**src/rtl/key_debounce_array.sv**
```systemverilog
// Multi-channel push-button conditioner: per-key synchroniser and debounce filter
// producing a debounced level plus press/release/long-press/auto-repeat pulses.
module key_debounce_array #(
  parameter int N_KEYS       = 4,
  parameter int DEBOUNCE_CYC = 1_000_000,
  parameter int LONG_CYC     = 50_000_000,
  parameter int REPEAT_CYC   = 10_000_000,
  parameter bit ACTIVE_HIGH  = 1'b1
) (
  input  logic              i_clk,
  input  logic              i_rstn,
  input  logic [N_KEYS-1:0] i_key,
  input  logic              i_repeat_en,
  output logic [N_KEYS-1:0] o_key_state,
  output logic [N_KEYS-1:0] o_press,
  output logic [N_KEYS-1:0] o_release,
  output logic [N_KEYS-1:0] o_long,
  output logic [N_KEYS-1:0] o_repeat
);

  localparam int MAX_DL  = (DEBOUNCE_CYC > LONG_CYC) ? DEBOUNCE_CYC : LONG_CYC;
  localparam int MAX_CYC = (MAX_DL > REPEAT_CYC) ? MAX_DL : REPEAT_CYC;
  localparam int CNT_W   = ($clog2(MAX_CYC) < 1) ? 1 : $clog2(MAX_CYC);

  localparam logic [CNT_W-1:0] DEB_LAST  = CNT_W'(DEBOUNCE_CYC - 1);
  localparam logic [CNT_W-1:0] LONG_LAST = CNT_W'(LONG_CYC - 1);
  localparam logic [CNT_W-1:0] RPT_LAST  = CNT_W'(REPEAT_CYC - 1);
  localparam logic [CNT_W-1:0] CNT_ONE   = CNT_W'(1);

  // Synchroniser resets to the released level so reset never looks like a press.
  localparam logic [N_KEYS-1:0] REL_LVL = ACTIVE_HIGH ? {N_KEYS{1'b0}} : {N_KEYS{1'b1}};

  typedef enum logic [1:0] {
    ST_IDLE    = 2'd0,
    ST_FILT_DN = 2'd1,
    ST_DOWN    = 2'd2,
    ST_FILT_UP = 2'd3
  } state_t;

  logic [N_KEYS-1:0] sync1_q;
  logic [N_KEYS-1:0] sync2_q;
  logic [N_KEYS-1:0] pressed;

  always_ff @(posedge i_clk or negedge i_rstn) begin
    if (!i_rstn) begin
      sync1_q <= REL_LVL;
      sync2_q <= REL_LVL;
    end else begin
      sync1_q <= i_key;
      sync2_q <= sync1_q;
    end
  end

  assign pressed = ACTIVE_HIGH ? sync2_q : ~sync2_q;

  for (genvar gi = 0; gi < N_KEYS; gi++) begin : g_ch
    state_t           state_q, state_d;
    logic [CNT_W-1:0] cnt_q, cnt_d;
    logic             long_done_q, long_done_d;
    logic             key_state_q, key_state_d;
    logic             press_q, press_d;
    logic             release_q, release_d;
    logic             long_q, long_d;
    logic             repeat_q, repeat_d;

    always_ff @(posedge i_clk or negedge i_rstn) begin
      if (!i_rstn) begin
        state_q     <= ST_IDLE;
        cnt_q       <= '0;
        long_done_q <= 1'b0;
        key_state_q <= 1'b0;
        press_q     <= 1'b0;
        release_q   <= 1'b0;
        long_q      <= 1'b0;
        repeat_q    <= 1'b0;
      end else begin
        state_q     <= state_d;
        cnt_q       <= cnt_d;
        long_done_q <= long_done_d;
        key_state_q <= key_state_d;
        press_q     <= press_d;
        release_q   <= release_d;
        long_q      <= long_d;
        repeat_q    <= repeat_d;
      end
    end

    always_comb begin
      state_d     = state_q;
      cnt_d       = cnt_q;
      long_done_d = long_done_q;
      press_d     = 1'b0;
      release_d   = 1'b0;
      long_d      = 1'b0;
      repeat_d    = 1'b0;

      unique case (state_q)
        ST_IDLE: begin
          cnt_d       = '0;
          long_done_d = 1'b0;
          if (pressed[gi]) state_d = ST_FILT_DN;
        end

        ST_FILT_DN: begin
          if (!pressed[gi]) begin
            state_d = ST_IDLE;
            cnt_d   = '0;
          end else if (cnt_q == DEB_LAST) begin
            state_d = ST_DOWN;
            cnt_d   = '0;
            press_d = 1'b1;
          end else begin
            cnt_d = cnt_q + CNT_ONE;
          end
        end

        ST_DOWN: begin
          if (!pressed[gi]) begin
            state_d = ST_FILT_UP;
            cnt_d   = '0;
          end else if (!long_done_q && cnt_q == LONG_LAST) begin
            long_d      = 1'b1;
            long_done_d = 1'b1;
            cnt_d       = '0;
          end else if (long_done_q && i_repeat_en && cnt_q == RPT_LAST) begin
            repeat_d = 1'b1;
            cnt_d    = '0;
          end else if (long_done_q && !i_repeat_en) begin
            // Parked at 0 so re-enabling waits a full repeat period.
            cnt_d = '0;
          end else begin
            cnt_d = cnt_q + CNT_ONE;
          end
        end

        ST_FILT_UP: begin
          if (pressed[gi]) begin
            // Bounce back to held: keep long_done so o_long stays once-per-press.
            state_d = ST_DOWN;
            cnt_d   = '0;
          end else if (cnt_q == DEB_LAST) begin
            state_d     = ST_IDLE;
            cnt_d       = '0;
            long_done_d = 1'b0;
            release_d   = 1'b1;
          end else begin
            cnt_d = cnt_q + CNT_ONE;
          end
        end

        default: begin
          state_d     = ST_IDLE;
          cnt_d       = '0;
          long_done_d = 1'b0;
        end
      endcase

      key_state_d = (state_d == ST_DOWN) || (state_d == ST_FILT_UP);
    end

    assign o_key_state[gi] = key_state_q;
    assign o_press[gi]     = press_q;
    assign o_release[gi]   = release_q;
    assign o_long[gi]      = long_q;
    assign o_repeat[gi]    = repeat_q;
  end

endmodule

```
**config.mk**
```make
export PLATFORM = sky130hd
export DESIGN_NAME = key_debounce_array
export DESIGN_NICKNAME = d
export VERILOG_FILES = /design/src/rtl/key_debounce_array.sv
export SDC_FILE = /design/constraint.sdc
export NUM_CORES = 1
export LEC_CHECK = 0
export BUFFER_PORTS_ARGS = -buffer_cell sky130_fd_sc_hd__buf_2
export CAP_MARGIN = 20
export CORE_UTILIZATION = 35
export DETAILED_ROUTE_END_ITERATION = 10
export SLEW_MARGIN = 5
export SYNTH_ARGS = -nofsm -noshare
export SYNTH_HDL_FRONTEND = slang
export SYNTH_SLANG_ARGS = --single-unit
```
**constraint.sdc**
```tcl
create_clock -name i_clk -period 2.8 [get_ports i_clk]
set_input_delay 0.28 -clock i_clk [delete_from_list [all_inputs] [get_ports i_clk]]
set_output_delay 0.28 -clock i_clk [all_outputs]
set_load 0.01 [all_outputs]
```
==> run_results.csv, run 1 <==
group,metric,value,unit
finish,area_delta_synth_final,12.8,%
yosys,synth.yosys.warnings,0,
finish,n_fill_cell,2003,
pwr,vdd.ir_drop.worst,414,µV
detailed_routing,detail_route.vias_per_cell,4.89,
floorplanning,dieArea,21200,µm²
floorplanning,die_width,145,µm
finish,finish.utilization,40.3,%
cts,tritoncts_clock_tree,"done",
cts,cts_inserted_buffers,17,
worst_hold_path,hold_path.startpoint,"i_repeat_en",
setup_path,worstReg2RegStart,"g_ch[0].cnt_q[10]$_DFF_PN0_",
cts,post_cts_resized,0,
finish,fin_cells,1046,
timing,rsz0062_at_grt,"false",
flow_run,max_cap_violations,0,
place,placement.io_buffers,26,
finish,design.final.nets,781,
setup_path,startpoint_types,"flip-flop",
floorplanning,rows,52,
detailed_routing,routed_wire_length_per_instance,13.3,µm
grt,first_global_vias,5060,
worst_hold_path,hold_path_stages,4,
floorplanning,floorplan.initialDensity,35.7,%
cts,cts.repair_timing.setup_buffer_count,0,
yosys,synth_cell_types,55,
yosys,synth_seq_cells,143,
place,placer_congestion,0.849,
yosys,netlist.area_leader.share,49.7,%
detailed_routing,ant_nets_after_route,0,
cts,worst_setup_hold_path_clk_slew,60,ps
place,place_worst_setup_slack,414,ps
status,status,"finished, final reports clean",
setup_path,setup_slack_reg_to_reg,440,ps
yosys,net_count_synth,762,
setup_path,worstSetupEndpointType,"flip-flop",
yosys,top_reg_cell_synth,"dfrtp_1",
finish,layout-drive-gt1-share,10.6,%
place,place_hpwl,9470,µm
yosys,mappedNetlistArea,7200,µm²
detailed_routing,detail_route.first_pass.iterations,4,
grt,antenna_found_initial,0,
setup_path,ff2ff_path_depth,6,
setup_path,worst_ep_required_time,3100,ps
detailed_routing,detailroute.via_count,5120,
timing,timing.max_slew.rel_slack,52.3,%
timing,worst_slew_pin_slew,715,ps
setup_path,cp.arrival,2660,ps
setup_path,timing.setup.critical_path_class,"flip-flop to flip-flop",
timing,finalCritPeriodShare,84.4,%
grt,grt_use_total,14.3,%
grt,wire_length_of_the_first_global_routing_pass,24700,µm
yosys,postSynthCellCount,745,
timing,maxClockFrequency,0.423,GHz
yosys,synth_most_common_cell,"dfrtp_1",
detailed_routing,drc,0,
yosys,synth_commonest_cells,"dfrtp_1, nor2_1, xor2_1, nand2_1, nand3_1",
timing,finalSetupViolCount,0,
yosys,synth_edf_count,0,
floorplanning,chipHeight,145,µm
setup_path,reg2reg_to,"g_ch[0].cnt_q[18]$_DFF_PN0_",
worst_hold_path,worst_hold_path_type,"input pin to flip-flop",
yosys,avgSynthCellArea,9.67,µm²
finish,n_antenna_cell,0,
yosys,synth.largest_area_cell,"dfrtp_1",
detailed_routing,finalWirelength,13900,µm
timing,setup_tns,0,ps
cts,cts_root_buffer,"clkbuf_16",
grt,grt_max_degree,80,
setup_path,startpoint,"g_ch[0].cnt_q[10]$_DFF_PN0_",
cts,cts.path.max_buffers,2,
place,dp.cells,1010,
yosys,synth-async-reset-ratio,100,%
detailed_routing,detail_route.iter0.violations,411,
grt,grt_overflow_total,0,
timing,clock-skew-final,11.6,ps
floorplanning,core_area,20200,µm²
cts,clock-sinks,143,
yosys,ys_seq_area_share,49.7,%
pwr,power_density_over_the_cells,544,nW/µm²
pwr,p_leak,3.37,nW
cts,cts.hold.buffers_added,5,
yosys,yosys-top-cells-area,"dfrtp_1, nor2_1, xor2_1",
timing,slew_viol_final,0,
timing,hold_violations,0,
timing,layout_setup_ws,436,ps
worst_hold_path,hold-path-endpoint,"g_ch[2].repeat_q$_DFF_PN0_",
timing,timing.final.crit_period,2360,ps
cts,clock_tree.htree_level_count,4,
setup_path,path_max_fanout,26,
floorplanning,ioPinCount,27,
cts,clkLatencyLatePin,430,ps
metrics by stage:
stage,area [µm²],hold WS [ps],total power [mW]
finish,8120,257,4.42
global route,8120,301,4.62
CTS,8120,259,4.48
detailed placement,7520,349,2.36
global placement,7520,343,2.36
floorplan,7200,-15.6,2.26
worst max-delay path, stage by stage (launching register included):
cell	delay, ps
dfrtp_1	420
or4_1	610
nor4_2	490
o22ai_1	190
o21ai_2	150
buf_4	280
nor2_1	90
per-layer routing:
layer	global-route usage, %	up-vias	part of all wire [%]
li1	-	2567	-
met1	19.4	2463	50
met2	22.1	71	45
met3	3.23	19	2.9
met4	6.05	0	1.9
met5	0	-	0
cell families (layout without fill, tap and decap cells):
kind of cell             after synthesis  count (layout)  share of synthesized area [%]
adder cells (fa/ha/maj)               10              10                           1.74
multiplexers                           7               7                           1.06
XOR/XNOR                              98              98                           11.9
buffers and inverters                 57              88                           4.34
AO/OA/AOI/OAI                         28              28                           2.68
AND/OR/NAND/NOR                      402             402                           28.6
flip-flops                           143             143                           49.7
final cells by class:
class / instances / area (µm²) / area share [%]
Tap cell: 270 / 338 / 4.16
Multi-Input combinational cell: 545 / 3310 / 40.8
Sequential cell: 143 / 3580 / 44.1
Clock buffer: 21 / 460 / 5.67
Inverter: 17 / 63.8 / 0.786
Timing Repair Buffer: 40 / 279 / 3.44
Clock inverter: 10 / 90.1 / 1.11
power by group:
part	switching, mW	total (mW)	internal [mW]
clock network	0.845	2.10	1.26
logic	0.137	0.201	0.0638
registers	0.0264	2.12	2.09
registers in the layout, indices dropped and copies added (netlist names):
| signal | flops |
|---|---|
| g_ch.cnt_q | 104 |
| g_ch.state_q | 7 |
| g_ch.key_state_q | 4 |
| g_ch.long_done_q | 4 |
| g_ch.long_q | 4 |
| g_ch.press_q | 4 |
| g_ch.release_q | 4 |
| g_ch.repeat_q | 4 |
| pressed | 4 |
| sync1_q | 4 |
worst max path at each step:
stage,cells after the start,slack (ps),to
3_5_place_dp,5,410,g_ch[3].cnt_q[16]$_DFF_PN0_
3_3_place_gp,6,460,g_ch[3].cnt_q[4]$_DFF_PN0_
6_report,6,440,g_ch[0].cnt_q[18]$_DFF_PN0_
2_1_floorplan,7,580,g_ch[3].cnt_q[20]$_DFF_PN0_
4_1_cts,5,420,g_ch[3].cnt_q[19]$_DFF_PN0_
5_1_grt,6,260,g_ch[0].cnt_q[12]$_DFF_PN0_
placed cells by master (no fill, tap or decap), types with 3 or more instances in the layout:
| cell type | synthesis | routed |
|---|---|---|
| nand4b_1 | 4 | 4 |
| buf_4 | 20 | 7 |
| buf_2 | 6 | 25 |
| dlygate4sd3_1 | 0 | 5 |
| o21ai_0 | 6 | 6 |
| or4_1 | 6 | 6 |
| nor4_2 | 3 | 3 |
| xor2_1 | 60 | 60 |
| a21oi_1 | 7 | 6 |
| nor3b_1 | 5 | 5 |
| nor3_1 | 27 | 27 |
| and2_1 | 10 | 10 |
| clkbuf_16 | 0 | 17 |
| nand2_1 | 58 | 58 |
| nor4bb_1 | 3 | 3 |
| nor4_1 | 10 | 10 |
| clkinvlp_4 | 0 | 6 |
| mux2_2 | 5 | 5 |
| clkinv_2 | 0 | 3 |
| nand4_1 | 31 | 31 |
| and3_1 | 19 | 19 |
| nor2_1 | 142 | 142 |
| xnor2_1 | 38 | 38 |
| nor2b_1 | 7 | 7 |
| nand3_1 | 40 | 40 |
| ha_1 | 10 | 10 |
| inv_1 | 17 | 17 |
| or3_1 | 4 | 4 |
| and4_1 | 10 | 10 |
| nand2b_1 | 6 | 6 |
| dfrtp_1 | 143 | 143 |
| nor4b_1 | 4 | 4 |
Power figures use the tool's default switching activity.
==> run 2, diff against run 1 <==
==> constraint.sdc (replaced) <==
create_clock -name i_clk -period 2.1 [get_ports i_clk]
set_input_delay 0.21 -clock i_clk [delete_from_list [all_inputs] [get_ports i_clk]]
set_output_delay 0.21 -clock i_clk [all_outputs]
set_load 0.01 [all_outputs]
==> run 2 against run 1 <==
Effect of this change: the flow now finishes with violations (design-rule violations, negative setup slack); global-route usage is 0.74 points higher; maximum frequency is 3.1% higher; critical endpoint is now g_ch[3].cnt_q[7]$_DFF_PN0_; utilization is 3.8 points higher; die area stayed put; sequential share of layout area is 3.8 points lower.
==> run_results.csv, run 2 (synthesized netlist as in run 1, its figures left out) <==
group,metric,value,unit
status,status,"finished, violations left",
status,failing_checks,"design-rule violations, negative setup slack",
finish,area_delta_synth_final,23.4,%
timing,finalSetupViolCount,27,
timing,finalCritPeriodShare,109,%
floorplanning,chipHeight,145,µm
setup_path,worst_ep_required_time,2400,ps
cts,clock-sinks,143,
grt,wire_length_of_the_first_global_routing_pass,25800,µm
finish,fin_cells,1115,
grt,grt_overflow_total,0,
timing,layout_setup_ws,-192,ps
worst_hold_path,worst_hold_path_type,"input pin to flip-flop",
worst_hold_path,hold_path_stages,3,
cts,tritoncts_clock_tree,"done",
place,placer_congestion,0.855,
flow_run,max_cap_violations,0,
finish,n_antenna_cell,0,
finish,final_common_cell,"dfrtp_1",
finish,layout.cells.most_common_list,"dfrtp_1, nor2_1, buf_4",
detailed_routing,detail_route.vias_per_cell,4.88,
pwr,finalPower,6.41,mW
cts,clock_tree.htree_level_count,4,
cts,worst_setup_hold_path_clk_slew,60,ps
setup_path,worstSetupEndpointType,"flip-flop",
grt,grt_use_total,15.1,%
timing,hold_violations,0,
worst_hold_path,hold_path.startpoint,"i_repeat_en",
place,place_hpwl,10600,µm
setup_path,setup_slack_reg_to_reg,-190,ps
floorplanning,die_width,145,µm
pwr,p_leak,3.87,nW
detailed_routing,detail_route.first_pass.iterations,7,
pwr,power_density_over_the_cells,721,nW/µm²
timing,clock-skew-final,8.14,ps
cts,cts_inserted_buffers,17,
place,placement.io_buffers,26,
setup_path,timing.setup.critical_path_class,"flip-flop to flip-flop",
setup_path,reg2reg_to,"g_ch[3].cnt_q[7]$_DFF_PN0_",
worst_hold_path,hold-path-endpoint,"g_ch[1].repeat_q$_DFF_PN0_",
floorplanning,rows,52,
timing,setup_tns,-4720,ps
timing,maxClockFrequency,0.436,GHz
detailed_routing,drc,1,
detailed_routing,ant_nets_after_route,0,
finish,largest_register_ff_count,104,
grt,first_global_vias,5324,
detailed_routing,detail_route.iter0.violations,276,
pwr,vdd.ir_drop.worst,517,µV
finish,finish.utilization,44.1,%
setup_path,cp.arrival,2600,ps
timing,slew_viol_final,0,
detailed_routing,routed_wire_length_per_instance,13.6,µm
floorplanning,core_area,20200,µm²
grt,grt_max_degree,55,
finish,design.final.nets,850,
cts,cts.path.max_buffers,2,
setup_path,startpoint_types,"flip-flop",
floorplanning,floorplan.initialDensity,35.7,%
cts,clkLatencyLatePin,420,ps
place,place_worst_setup_slack,-149,ps
place,dp.cells,1076,
setup_path,ff2ff_path_depth,7,
timing,timing.final.crit_period,2290,ps
setup_path,worstReg2RegStart,"g_ch[3].cnt_q[24]$_DFF_PN0_",
floorplanning,dieArea,21200,µm²
detailed_routing,detailroute.via_count,5442,
finish,largest_register,"g_ch.cnt_q",
timing,rsz0062_at_grt,"true",
timing,worst_slew_pin_slew,519,ps
finish,layout-drive-gt1-share,19.6,%
cts,cts_root_buffer,"clkbuf_16",
setup_path,path_max_fanout,14,
finish,largest_registers,"g_ch.cnt_q x104, g_ch.state_q x7",
setup_path,startpoint,"g_ch[3].cnt_q[24]$_DFF_PN0_",
timing,timing.max_slew.rel_slack,65.4,%
detailed_routing,finalWirelength,15200,µm
floorplanning,ioPinCount,27,
grt,antenna_found_initial,0,
## run 2: routing by layer
metal	vias to the layer above	track usage [%]	part of all wire (%)
met3	13	3.29	3.2
li1	2703	-	-
met2	83	24.2	48
met1	2643	20.3	48
met4	0	4.74	1.1
met5	-	0	0
## run 2: final cells by class
| class | count | area [µm²] |
|---|---|---|
| clock buffer | 21 | 460 |
| multi-input combinational | 545 | 3420 |
| timing repair buffer | 109 | 846 |
| tap | 270 | 338 |
| clock inverter | 10 | 185 |
| sequential | 143 | 3580 |
| fill | 1927 | 11300 |
| inverter | 17 | 63.8 |
## run 2: worst max-delay path: stages (launching register included)
cell and delay, ps:
dfrtp_1 370, or4_4 560, or3_4 350, or4_4 440, nand3_2 100, o21a_4 160
buf_12 140, nor2_1 50
## run 2: what timing repair did
item                                   in CTS  in global routing
resized for setup                           7                 15
setup endpoints to repair                  30                115
hold buffers                                5                  0
endpoints found under the hold margin      52                  0
setup buffers                               3                  0
pin swaps                                   2                  4
## run 2: stage by stage
step	hold WS (ps)	instance area [µm²]
floorplan	-85.6	7220
global placement	214	8070
detailed placement	208	8070
CTS	177	8820
global route	182	8890
finish	190	8890
## run 2: power by group
part / switching [mW] / internal, mW
sequential: 0.0363 / 2.79
clock: 1.12 / 2.16
combinational: 0.193 / 0.113
total: 1.35 / 5.06
## run 2: how the worst max path moves through the flow
stage | cells after the start | end
final | 7 | g_ch[3].cnt_q[7]$_DFF_PN0_
after global routing | 7 | g_ch[3].cnt_q[7]$_DFF_PN0_
after CTS | 7 | g_ch[3].cnt_q[0]$_DFF_PN0_
after detailed placement | 7 | g_ch[3].cnt_q[0]$_DFF_PN0_
after global placement | 7 | g_ch[3].cnt_q[12]$_DFF_PN0_
after floorplan | 7 | g_ch[3].cnt_q[9]$_DFF_PN0_
